**src/rtl/vecmat_pkg.sv**
```systemverilog
// Shared definitions for the wide-vector packer and the future unpacker:
// element width, FSM state encoding and counter width helpers.
package vecmat_pkg;

  localparam int ELEM_W = 16;

  typedef enum logic {
    FILL = 1'b0,
    FULL = 1'b1
  } state_t;

  // Width of a counter that must hold the values 0..n inclusive.
  function automatic int count_w(input int n);
    return (n < 2) ? 1 : $clog2(n + 1);
  endfunction

  // Width of an index that must hold the values 0..n-1.
  function automatic int idx_w(input int n);
    return (n < 2) ? 1 : $clog2(n);
  endfunction

endpackage

```
**src/rtl/vecmat_pack_x.sv**
```systemverilog
// Packs a stream of 16-bit elements into one varraysize-bit vector and
// presents it to the vecmat_x consumers over a valid/ready handshake.
module vecmat_pack_x
  import vecmat_pkg::*;
#(
  parameter int varraysize = 1600,
  parameter int vectwidth  = 100
) (
  input  logic                           clk,
  input  logic                           reset,
  input  logic                           clear,
  input  logic                           in_valid,
  input  logic [ELEM_W-1:0]              in_data,
  output logic                           in_ready,
  output logic                           out_valid,
  input  logic                           out_ready,
  output logic [varraysize-1:0]          out_vec,
  output logic [count_w(vectwidth)-1:0]  elem_count,
  output state_t                         state
);

  localparam int IDX_W = idx_w(vectwidth);
  localparam int CNT_W = count_w(vectwidth);
  localparam logic [IDX_W-1:0] LAST_IDX = IDX_W'(vectwidth - 1);

  // Handshakes: a transfer happens on a rising edge where valid and ready are
  // both high. Valid never depends on ready; in_ready follows out_ready while
  // FULL so a new element can enter in the same cycle the vector leaves.

  state_t                  state_q, state_d;
  logic [IDX_W-1:0]        idx_q, idx_d;
  logic [varraysize-1:0]   vec_q, vec_d;
  logic                    wr_en;
  logic [IDX_W-1:0]        wr_idx;
  logic                    in_acc, out_acc;

  assign in_ready   = (state_q == FILL) ? 1'b1 : out_ready;
  assign out_valid  = (state_q == FULL);
  assign out_vec    = vec_q;
  assign elem_count = (state_q == FULL) ? CNT_W'(vectwidth) : CNT_W'(idx_q);
  assign state      = state_q;

  assign in_acc  = in_valid && in_ready;
  assign out_acc = out_valid && out_ready;

  always_ff @(posedge clk) begin
    if (!reset) begin
      state_q <= FILL;
      idx_q   <= '0;
      vec_q   <= '0;
    end else begin
      state_q <= state_d;
      idx_q   <= idx_d;
      vec_q   <= vec_d;
    end
  end

  always_comb begin
    state_d = state_q;
    idx_d   = idx_q;
    wr_en   = 1'b0;
    wr_idx  = idx_q;
    if (clear) begin
      // Abort wins over both handshakes; slot contents are left as they are.
      state_d = FILL;
      idx_d   = '0;
    end else begin
      case (state_q)
        FILL: begin
          if (in_acc) begin
            wr_en = 1'b1;
            if (idx_q == LAST_IDX) begin
              state_d = FULL;
              idx_d   = '0;
            end else begin
              idx_d = idx_q + 1'b1;
            end
          end
        end
        FULL: begin
          if (out_acc) begin
            state_d = FILL;
            if (in_acc) begin
              wr_en  = 1'b1;
              wr_idx = '0;
              idx_d  = IDX_W'(1);
            end else begin
              idx_d = '0;
            end
          end
        end
        default: begin
          state_d = FILL;
          idx_d   = '0;
        end
      endcase
    end
  end

  always_comb begin
    vec_d = vec_q;
    if (wr_en) begin
      vec_d[wr_idx*ELEM_W +: ELEM_W] = in_data;
    end
  end

endmodule

```
**config.mk**
```make
export PLATFORM = sky130hd
export DESIGN_NAME = vecmat_pack_x
export DESIGN_NICKNAME = d
export VERILOG_FILES = /design/src/rtl/vecmat_pkg.sv /design/src/rtl/vecmat_pack_x.sv
export SDC_FILE = /design/constraint.sdc
export NUM_CORES = 2
export LEC_CHECK = 0
export CAP_MARGIN = 15
export CELL_PAD_IN_SITES_DETAIL_PLACEMENT = 0
export CELL_PAD_IN_SITES_GLOBAL_PLACEMENT = 1
export CORE_AREA = 2 2 638 640
export DETAILED_ROUTE_END_ITERATION = 8
export DIE_AREA = 0 0 640 642
export PLACE_DENSITY_LB_ADDON = 0.05
export SYNTH_ARGS = -nofsm -noshare
export SYNTH_HDL_FRONTEND = slang
export SYNTH_SLANG_ARGS = --single-unit
```
**constraint.sdc**
```tcl
create_clock -name clk -period 3.6 [get_ports clk]
set_input_delay 0.36 -clock clk [delete_from_list [all_inputs] [get_ports clk]]
set_output_delay 0.36 -clock clk [all_outputs]
set_load 0.1 [all_outputs]
```
==> metrics.yaml <==
worst_setup_path:
  slowest_delay_ns: 0.50
  reg2reg_depth: 15
  cp_common_cell: "buf_12"
  criticalPathCategory: "reg2reg"
  startpoint: "out_valid"
  ff2ff_setup_slack_ns: 0.08
  crit_fanout: 16
  arrival_ns: 4.37
  start_kind: "register"
  r2r_start: "out_valid"
  worstSetupEndpointType: "register"
  cp_cell_sequence: "nand4b_1, buf_12, nand2_1, ha_4, buf_12, or4b_4, nor2_4, buf_4, nor4_4, buf_4, buf_12, buf_12, nand3_1, buf_12, mux2i_1"
  slowest_stage: "or4b_4"
  crit_required_ns: 4.45
route:
  wirelength_microns: 434200
  dr_total_vias: 55610
  via_per_inst: 4.073
  drc: 0
  ant_nets: 0
  m1WireLength_microns: 171300
  drtIter0Drc: 2776
  wl_met2_microns: 219400
  wl_per_cell_microns: 31.80
  first_pass_iters: 5
  highest_layer: "met4"
  routed-wl-met3_microns: 29200
pwr:
  p_per_area_mw_per_mm2: 438.4
  p_leak_nw: 37.48
  irDropWorstVdd_mv: 0.3672
  finalPower_mw: 42.24
timing:
  hold_viol: 0
  skew_ns: 0.05732
  slew_headroom_pct: -14.83
  finalSetupTns_ns: 0
  hold_ws_ns: 0.1070
  worst_pin_slew_ns: 1.722
  finalSetupViolCount: 0
  max_freq_ghz: 0.2840
  min_period_ns: 3.522
  fin_crit_sh_pct: 97.82
  setup_ws_ns: 0.07845
  rsz0062_at_grt: "true"
  slew_viol_final: 119
clocking:
  clk_pin_slew_worst_paths_ns: 0.06
  htreeDepth: 4
  root_buffer: "clkbuf_16"
  cts_tree: "built"
  cts_buffers: 221
  numClockSinks: 1608
  insertion_delay_ns: 0.94
  clockBufferDepth: 4
final_layout:
  postLayoutCellArea_sq_mm: 0.09636
  areaGrowthSynthToFinish_pct: 56.47
  final_cells: 13650
  final_common_cell: "dfxtp_1"
  utilization_pct: 23.83
  nets: 8080
  nFillCells: 43250
  drive_gt1_share_pct: 16.18
  mostFrequentLayoutCells: "dfxtp_1 (1607), clkdlybuf4s50_1 (1355), nand2_1 (1319), mux2i_1 (1232), buf_4 (562)"
floorplan:
  die_x_microns: 640
  start_util_pct: 15.23
  rows: 234
  die_area_sq_mm: 0.4109
  core_sq_mm: 0.4043
  io_pins: 1631
  die_h_microns: 642
min_path:
  hold_depth: 4
  hold_start: "in_data[13]"
  min_path_type: "in2reg"
synth:
  synth_cell_types: 75
  yosysTopAreaCell: "dfxtp_1"
  yosysWarnings: 0
  synth-seq-cells: 1608
  synthArstFlopShare_pct: 0
  synth_flop_cell: "dfxtp_1"
  syn-instance-count: 6326
  syn_nets: 6350
  ys_top_cells_by_area: "dfxtp_1 (52%), mux2i_1 (20%), nand2_1 (8.3%)"
  synth_top_area_share_pct: 52.27
  synth-edff-count: 0
  seq_area_frac_synth_pct: 52.27
  syn_area_per_cell_sq_um: 9.736
  synthesis.area_sq_mm: 0.06159
global_route:
  gr-total-overflow: 0
  grt_max_degree: 206
  grt_use_total_pct: 20.35
  antenna_found_initial: 19
  grt_pass1_wl_microns: 567700
  grt_pass1_vias: 56070
placement:
  post-place-ws_ns: -1.054
  port_buffers: 1630
  dpl-instance-area_sq_mm: 0.08851
  post-dp-hpwl_microns: 314900
  place_congestion: 0.7804
  dp_cells: 13220
status:
  status: "complete, but fails checks"
  violations: "slew limit"
job:
  maxCapViolCount: 0
critical path, delay by kind of cell, from the launching register on:
family	cells	cell delay, ns
mux	1	0.21
buf+inv	7	1.26
flops	1	0.41
fa+ha+maj	1	0.17
simple gates	6	1.36
Yosys cell counts (3+ instances only):
master	number
nand4_1	304
nor4_4	7
a22o_1	63
o311ai_0	16
o31ai_1	34
or2_2	6
buf_2	102
a41oi_1	19
and4_1	12
or4_1	19
a211oi_1	7
nor2b_1	7
nor4_2	3
nor3_1	4
nor2_1	17
dfxtp_1	1608
and3_1	3
a21oi_1	274
o21ai_0	216
nand2_1	1356
nand4_2	25
clkbuf_1	495
and2_1	16
nand3_1	226
mux2i_1	1232
or3_1	6
o211ai_1	3
nor3_2	18
inv_1	6
nand3_2	6
a311oi_1	4
o21ai_1	5
nor4_1	24
o41ai_1	16
buf_1	45
buf_6	4
nand3b_1	17
nand2b_1	5
a31o_2	33
buf_4	20
ha_1	3
routing by layer:
metal	global-route usage (%)	vias to the layer above
met5	0	-
met3	5.706	404
met1	23.24	28110
li1	-	25600
met4	5.918	0
met2	36.54	1497
cell families after synthesis:
group	share of synthesized area, %
and+or+nand+nor	16.04
DFF	52.27
muxes	20.02
AOI/OAI and AO/OA	7.098
buffers and inverters	4.482
adders and majority gates	0.06095
xor gates and xnor gates	0.02845
cell type report:
cell class / count / area [sq um] / share of cell area (%)
antenna: 8 / 20.02 / 0.02077
clock buffer: 341 / 6648 / 6.898
clock inverter: 44 / 549.3 / 0.5700
inverter: 6 / 30.03 / 0.03116
multi-input combinational: 4045 / 27390 / 28.42
sequential: 1608 / 32190 / 33.41
tap: 5428 / 6792 / 7.048
timing repair buffer: 2174 / 22740 / 23.60
sequential cells by signal, summed over array words and instances, names as in the netlist:
signal,flops
out_vec,1600
idx_q,7
out_valid,1
final timing paths:
kind / endpoint
setup / recovery: out_vec[1219]
hold / removal: out_vec[109]
setup reg to reg: out_vec[1219]
hold reg to reg: out_vec[388]
what timing repair did:
item | 4_1_cts | 5_1_grt
cloned | 1 | 2
gates resized for setup | 32 | 8
hold endpoints to repair | 118 | 0
pin swaps | 19 | 3
setup endpoints to repair | 1576 | 46
hold buffers | 14 | 0
buffers inserted | 21 | 3
where the power goes:
group          leakage, nW  internal, mW  switching, mW  total [mW]
Clock                 3.54          13.2           9.19        22.4
Combinational         21.0         0.406           1.61        2.02
Sequential            12.9          17.8        0.00477        17.8
No activity file was read; power rests on OpenSTA's default activity.
